`config.mk`:
```
export PLATFORM = sky130hd
export DESIGN_NAME = t_toggle_debounce_flat
export DESIGN_NICKNAME = d
export VERILOG_FILES = /design/src/rtl/t_ff_pkg.sv /design/src/rtl/t_toggle_debounce_if.sv /design/src/rtl/sync_2ff.sv /design/src/rtl/t_toggle_debounce.sv /design/src/flat_wrapper.sv
export SDC_FILE = /design/constraint.sdc
export NUM_CORES = 1
export LEC_CHECK = 0
export CAP_MARGIN = 25
export CORE_AREA = 2 2 39 41
export CTS_BUF_LIST = sky130_fd_sc_hd__clkbuf_16
export CTS_CLUSTER_DIAMETER = 50
export DETAILED_ROUTE_END_ITERATION = 10
export DIE_AREA = 0 0 41 43
export GPL_TIMING_DRIVEN = 0
export PLACE_DENSITY_LB_ADDON = 0.08
export RECOVER_POWER = 25
export SYNTH_ARGS = -nofsm -noshare
export SYNTH_HDL_FRONTEND = slang
export SYNTH_SLANG_ARGS = --single-unit
```
`constraint.sdc`:
```
create_clock -name clk -period 1.43 [get_ports clk]
set_input_delay 0.2145 -clock clk [delete_from_list [all_inputs] [get_ports clk]]
set_output_delay 0.2145 -clock clk [all_outputs]
set_load 0.05 [all_outputs]
```
`src/rtl/t_ff_pkg.sv`:
```
// t_ff_pkg: shared types for the toggle flip-flop front end.
// Debounce FSM state encoding, limits and state decode helpers.
package t_ff_pkg;

   typedef enum logic [1:0] {
      IDLE        = 2'd0,
      PRESS_CHK   = 2'd1,
      HELD        = 2'd2,
      RELEASE_CHK = 2'd3
   } dbnc_state_t;

   localparam int DEBOUNCE_MIN = 2;

   // A level change is being qualified.
   function automatic logic is_chk(dbnc_state_t s);
      return (s == PRESS_CHK) || (s == RELEASE_CHK);
   endfunction

   // The debounced button is considered pressed.
   function automatic logic is_level(dbnc_state_t s);
      return (s == HELD) || (s == RELEASE_CHK);
   endfunction

endpackage

```
`src/rtl/t_toggle_debounce_if.sv`:
```
// t_toggle_debounce_if: button-in / toggle-out bundle.
// master drives the raw line and enable, slave is the debouncer.
interface t_toggle_debounce_if;

   logic btn_in;
   logic en;
   logic t;
   logic btn_level;
   logic busy;

   modport master (
      output btn_in,
      output en,
      input  t,
      input  btn_level,
      input  busy
   );

   modport slave (
      input  btn_in,
      input  en,
      output t,
      output btn_level,
      output busy
   );

endinterface

```
`src/rtl/sync_2ff.sv`:
```
// sync_2ff: two-stage synchroniser for asynchronous inputs.
// Synchronous active-high reset clears both stages to 0.
module sync_2ff (
   input  logic clk,
   input  logic reset,
   input  logic d,
   output logic q
);

   logic s1;

   // Shift the raw input through two flops.
   always_ff @(posedge clk) begin
      if (reset) begin
         s1 <= 1'b0;
         q  <= 1'b0;
      end else begin
         s1 <= d;
         q  <= s1;
      end
   end

endmodule

```
`src/rtl/t_toggle_debounce.sv`:
```
// t_toggle_debounce: synchronise and debounce a push button.
// Emits one registered t pulse per qualified press.
module t_toggle_debounce
   import t_ff_pkg::*;
#(
   parameter int DEBOUNCE_CYCLES = 16,
   parameter int CNT_W           = $clog2(DEBOUNCE_CYCLES)
) (
   input  logic               clk,
   input  logic               reset,
   t_toggle_debounce_if.slave bus
);

   if (DEBOUNCE_CYCLES < DEBOUNCE_MIN) begin : g_bad_cycles
      $error("DEBOUNCE_CYCLES must be at least 2");
   end

   if (CNT_W < $clog2(DEBOUNCE_CYCLES)) begin : g_bad_width
      $error("CNT_W too narrow for DEBOUNCE_CYCLES");
   end

   localparam logic [CNT_W-1:0] CNT_ONE = CNT_W'(1);
   localparam logic [CNT_W-1:0] CNT_MAX =
      CNT_W'(DEBOUNCE_CYCLES - 1);

   logic             s2;
   dbnc_state_t      state_q;
   dbnc_state_t      state_d;
   logic [CNT_W-1:0] cnt_q;
   logic [CNT_W-1:0] cnt_d;
   logic             press_ok;
   logic             t_q;
   logic             t_d;
   logic             lvl_q;
   logic             lvl_d;
   logic             busy_q;
   logic             busy_d;

   sync_2ff u_sync (
      .clk   (clk),
      .reset (reset),
      .d     (bus.btn_in),
      .q     (s2)
   );

   // State, counter and registered outputs.
   always_ff @(posedge clk) begin
      if (reset) begin
         state_q <= IDLE;
         cnt_q   <= '0;
         t_q     <= 1'b0;
         lvl_q   <= 1'b0;
         busy_q  <= 1'b0;
      end else begin
         state_q <= state_d;
         cnt_q   <= cnt_d;
         t_q     <= t_d;
         lvl_q   <= lvl_d;
         busy_q  <= busy_d;
      end
   end

   // Next state: count consecutive opposite samples,
   // abort on any sample that agrees with the current level.
   always_comb begin
      state_d  = state_q;
      cnt_d    = cnt_q;
      press_ok = 1'b0;
      unique case (state_q)
         IDLE: begin
            if (s2) begin
               state_d = PRESS_CHK;
               cnt_d   = CNT_ONE;
            end
         end
         PRESS_CHK: begin
            if (!s2) begin
               state_d = IDLE;
               cnt_d   = '0;
            end else if (cnt_q == CNT_MAX) begin
               state_d  = HELD;
               cnt_d    = '0;
               press_ok = 1'b1;
            end else begin
               cnt_d = cnt_q + CNT_ONE;
            end
         end
         HELD: begin
            if (!s2) begin
               state_d = RELEASE_CHK;
               cnt_d   = CNT_ONE;
            end
         end
         RELEASE_CHK: begin
            if (s2) begin
               state_d = HELD;
               cnt_d   = '0;
            end else if (cnt_q == CNT_MAX) begin
               state_d = IDLE;
               cnt_d   = '0;
            end else begin
               cnt_d = cnt_q + CNT_ONE;
            end
         end
         default: begin
            state_d = IDLE;
            cnt_d   = '0;
         end
      endcase
   end

   // Output decode from the state being entered; a press
   // qualified with en low is consumed without a pulse.
   always_comb begin
      t_d    = press_ok & bus.en;
      lvl_d  = is_level(state_d);
      busy_d = is_chk(state_d);
   end

   assign bus.t         = t_q;
   assign bus.btn_level = lvl_q;
   assign bus.busy      = busy_q;

endmodule

```
`src/flat_wrapper.sv`:
```
// flat-port wrapper written by rule: the top's interface ports become plain ports
module t_toggle_debounce_flat import t_ff_pkg::*;
#(
   parameter int DEBOUNCE_CYCLES = 16,
   parameter int CNT_W           = $clog2(DEBOUNCE_CYCLES)
)
  (clk, reset, bus_btn_in, bus_en, bus_t, bus_btn_level, bus_busy);
  t_toggle_debounce_if bus_i ();
  input  logic clk;
  input  logic reset;
  input wire logic [$bits(bus_i.btn_in)-1:0] bus_btn_in;
  input wire logic [$bits(bus_i.en)-1:0] bus_en;
  output wire logic [$bits(bus_i.t)-1:0] bus_t;
  output wire logic [$bits(bus_i.btn_level)-1:0] bus_btn_level;
  output wire logic [$bits(bus_i.busy)-1:0] bus_busy;
  assign bus_i.btn_in = bus_btn_in;
  assign bus_i.en = bus_en;
  assign bus_t = bus_i.t;
  assign bus_btn_level = bus_i.btn_level;
  assign bus_busy = bus_i.busy;
  t_toggle_debounce #(.DEBOUNCE_CYCLES(DEBOUNCE_CYCLES), .CNT_W(CNT_W)) u_core (.clk(clk), .reset(reset), .bus(bus_i));
endmodule
```
After elaboration in Yosys (flattened, before gate mapping)
Cells that the tools add are included.

Equality and inequality tests: 9. Mux-type cells: 16. $add $sub $neg: 1. Reductions and logical operators: 4. Bitwise logic cells: 1.

Operator list (number): two-way mux 4 bit (5); case mux 4 bit (4 select lines) (1); two-way mux 2 bit (6); == test 2 bit (second input constant) (4); case mux 2 bit (4 select lines) (1); adder 4 x 1 -> 4 bit (second input constant) (1); == test 2 x 1 -> 1 bit (second input constant) (2); == test 4 bit (second input constant) (1); inequality test 2 bit (second input constant) (2); two-way mux 1 bit (3); zero test 2 bit (1); logical OR 1 bit (2); AND reduction 2 bit (1); bitwise AND 1 bit (1).

Logic and storage cells: 38. Output and inout port bits: 3. Register bits after elaboration: 11. Input bits: 4.

Longest topological paths before layout
Depth in word-level cells: 6. Gate-level depth with buffers: 4. Depth with buffers taken out: 4.

By module
A second synthesis with hierarchy kept.

Cells, all modules: 46. Area total of the unflattened synthesis: 456.7 um^2.

Modules (own cells, without submodules): t_toggle_debounce (cells each 42, times used 1, area an instance 404.1 um^2, seq. area each 160.2 um^2); sync_2ff (cells each 4, times used 1, area an instance 52.6 um^2, seq. area each 40.0 um^2).

Worst setup path before layout
OpenSTA, ideal clock, no wires.

Kind: reg2reg. Start point: reg u_core.state_q[0]. End point: reg u_core.cnt_q[3]. Data required time: 1.356 ns. Buffers on the path: 0. Library setup time: 0.074 ns. Setup slack: -0.168 ns. Stages on the path, launching flop included: 4. Clock period less this slack: 1.598 ns. Data arrival time: 1.523 ns. Cells stage by stage: dfxtp_1 > inv_1 > or4_1 > a31oi_1.

Word-level cells in the longest chain between the ends: 3. Elaborated cells on any way between the ends: 8. Classes of those cells: eq/ne (5); mux (1); reduce/logical (2).

Ends and longest elaborated chain: start, declared (RTL line t_toggle_debounce.sv:27) `dbnc_state_t state_q;`; start signal, assigned (RTL line t_toggle_debounce.sv:55) `state_q <= state_d;`; == test 2 bit or zero test 2 bit (tied branches) (RTL line t_toggle_debounce.sv:69) `unique case (state_q)`; inequality test 2 bit (no line); AND reduction 2 bit (no line); end signal, assigned (RTL line t_toggle_debounce.sv:56) `cnt_q <= cnt_d;`; end, declared (RTL line t_toggle_debounce.sv:29) `logic [CNT_W-1:0] cnt_q;`.

Several ways; a longest one is shown, not always the timed one. A chain may end at the register's enable or synchronous reset.

==> impl_metrics.env <==
export IMPL_status="finished, final reports clean"
export IMPL_detail_route_antenna_nets=0
export IMPL_min_path_type="flip-flop to flip-flop"
export IMPL_start_util_pct=27.58
export IMPL_maxCapViolations=0
export IMPL_placed_area_um2=462.9
export IMPL_grt_use_met3_pct=3.141
export IMPL_p_per_area_mw_per_mm2=1504
export IMPL_dp_hpwl_um=524.1
export IMPL_clock_latency_ps=240
export IMPL_area_growth_pct=40.98
export IMPL_cts_root_buf="clkbuf_16"
export IMPL_core_mm2=0.001384
export IMPL_p_comb_share_pct=3.3
export IMPL_io_pins=7
export IMPL_critPathSlowestCell="dlygate4sd2_1"
export IMPL_numCtsBuffers=3
export IMPL_finalHoldViolations=0
export IMPL_diodes=0
export IMPL_p_leak_nw=0.2141
export IMPL_drt_iter0_drc=7
export IMPL_worstMarginPinSlew_ps=488.7
export IMPL_met1_usage_pct=13.40
export IMPL_via_per_inst=4.891
export IMPL_critical_path_cell_chain="dlygate4sd2_1"
export IMPL_end_kind="primary output"
export IMPL_grt_remaining_overflow=0
export IMPL_grt_use_met2_pct=14.37
export IMPL_worstPathArrival_ps=1160
export IMPL_cp_start_kind="flip-flop"
export IMPL_first_global_vias=291
export IMPL_die_h_um=43
export IMPL_holdBufCountCts=0
export IMPL_yosys_cell_types_count=17
export IMPL_crit_type="flip-flop to primary output"
export IMPL_crit_family="buffers and inverters"
export IMPL_required_ps=1220
export IMPL_ys_warn_count=0
export IMPL_fillers=143
export IMPL_switching_power_w=0.0001442
export IMPL_syn_num_nets=43
export IMPL_antenna_found_initial=0
export IMPL_seq_area_frac_synth_pct=52.46
export IMPL_die_w_um=41
export IMPL_row_count=14
export IMPL_fmax_mhz=725.7
export IMPL_drt_wl_total_um=717
export IMPL_irDropWorstVdd_mv=0.6765
export IMPL_layout_setup_ws_ps=51.94
export IMPL_rsz0062_at_grt="false"
export IMPL_switching_share_pct=17.81
export IMPL_pwr_share_seq_pct=35.9
export IMPL_cts_tree="yes"
export IMPL_busiest_layer="met2"
export IMPL_final_util_pct=38.88
export IMPL_finalNetCount=54
export IMPL_routabilityCongestion=0.6846
export IMPL_maxSlewViolCount=0
export IMPL_final_min_clock_period_ps=1378
export IMPL_cts_max_level=1
export IMPL_grt_pass1_wl_mm=1.214
export IMPL_vias=313
export IMPL_clk_pin_slew_ps=40
export IMPL_synth_area_um2=381.6
export IMPL_slowest_delay_ps=540
export IMPL_die_area_mm2=0.001763
export IMPL_io_buffers=6
export IMPL_wl_per_cell_um=11.20
export IMPL_skew_ps=0.7981
export IMPL_p_int_w=0.0006651
export IMPL_relSlewSlack_pct=67.55
export IMPL_fin_crit_sh_pct=96.37
export IMPL_crit_buf_inv=1
export IMPL_drc_errors=0
export IMPL_syn_area_per_cell_um2=10.04
export IMPL_netlist_instances=38
export IMPL_pwr_share_clk_pct=60.8
export IMPL_yosys_register_bits=10
export IMPL_dr_pass1_iters=4
export IMPL_cp_max_fo=8
export IMPL_clk_path_buf_depth=2
export IMPL_track_usage_pct=10.60
export IMPL_cts_sinks=10
export IMPL_grt_start_max_net_pins=9
export IMPL_design_area_um2=538.0
export IMPL_setup_viol=0
export IMPL_layout_drive_gt1_share_pct=10.42
export IMPL_post_place_ws_ps=-149.5
## power groups by stage
stage | logic (W) | registers (W) | clock network [W]
2_1_floorplan | 0.0000109 | 0.000296 | 0
3_3_place_gp | 0.0000271 | 0.000295 | 0
3_5_place_dp | 0.0000274 | 0.000295 | 0
4_1_cts | 0.0000271 | 0.000290 | 0.000508
5_1_grt | 0.0000296 | 0.000290 | 0.000522
6_report | 0.0000269 | 0.000290 | 0.000492
## per-stage QoR
step / cells / hold WS (ps) / power [W] / setup TNS (ps)
after CTS: 64 / 449.4 / 0.0008250 / 0
after floorplan: 38 / 283.6 / 0.0003073 / 0
after global placement: 60 / 434.2 / 0.0003220 / -127.8
after global routing: 64 / 469.7 / 0.0008422 / 0
final: 64 / 441.6 / 0.0008092 / 0
after detailed placement: 60 / 427.2 / 0.0003222 / -149.5
## Yosys cell counts
cell	n	area, um2
a211oi_1	1	7.510
nand4b_1	2	17.52
ha_1	1	12.51
nor2b_1	2	12.51
nor2_1	5	18.77
a31oi_1	2	12.51
mux2i_1	1	10.01
a21oi_1	1	5.000
dfxtp_1	10	200.2
nand4_1	2	12.51
or4bb_2	1	12.51
xnor2_1	1	8.760
inv_1	1	3.750
nand2b_1	1	6.260
nand3_1	5	25.02
xor2_1	1	8.760
or4_1	1	7.510
## logic make-up (layout without fill, tap and decap cells)
logic type / after synthesis / count (layout) / share of synthesized area (%)
xor gates and xnor gates: 2 / 2 / 4.591
DFF: 10 / 10 / 52.46
and+or+nand+nor: 19 / 19 / 29.51
AOI/OAI and AO/OA: 4 / 4 / 6.556
adders and majority gates: 1 / 1 / 3.278
muxes: 1 / 1 / 2.623
buffers and inverters: 1 / 11 / 0.9827
## worst paths after layout
kind,from,end,slack [ps],depth (start not counted)
worst max-delay path,u_core.state_q[0],bus_busy,50,1
worst min-delay path,u_core.u_sync.s1,u_core.u_sync.q,440,1
worst max register to register,u_core.u_sync.q,u_core.cnt_q[3],100,3
worst min register to register,u_core.u_sync.s1,u_core.u_sync.q,440,1
## layer usage
metal  wire [um]  vias to the layer above
li1            -                      159
met1         304                      143
met2         353                        9
met3          37                        2
met4          21                        0
met5           0                        -
## cell usage in the layout (no fill, tap or decap)
master,n
nand3_1,5
clkinv_1,1
nand2b_1,1
nor2_1,5
dfxtp_2,1
or4_1,1
a31oi_1,2
ha_1,1
xnor2_1,1
a21oi_1,1
dlygate4sd2_1,3
mux2i_1,1
nor2b_1,2
a211oi_1,1
nand4_1,2
or4bb_2,1
dfxtp_1,9
clkbuf_16,3
nand4b_1,2
inv_1,1
clkdlybuf4s50_1,3
xor2_1,1
## state kept, by name (all words and copies together) (netlist names)
signal	flops
u_core.bus.t	1
u_core.u_sync.q	1
u_core.state_q	2
u_core.u_sync.s1	1
u_core.bus.btn_level	1
u_core.cnt_q	4
## cell type report
| type | count | area (um2) | share of cell area, % |
|---|---|---|---|
| sequential | 10 | 201.4 | 37.44 |
| multi-input combinational | 27 | 177.7 | 33.02 |
| clock buffer | 3 | 75.07 | 13.95 |
| timing repair buffer | 6 | 56.30 | 10.47 |
| tap | 16 | 20.02 | 3.721 |
| clock inverter | 1 | 3.754 | 0.6977 |
| inverter | 1 | 3.754 | 0.6977 |
## timing repair
item,in CTS,in global routing
resized for setup,3,0
setup buffers,0,0
endpoints found under the setup margin,3,0
Note: power is estimated with default switching activity, not from simulation.
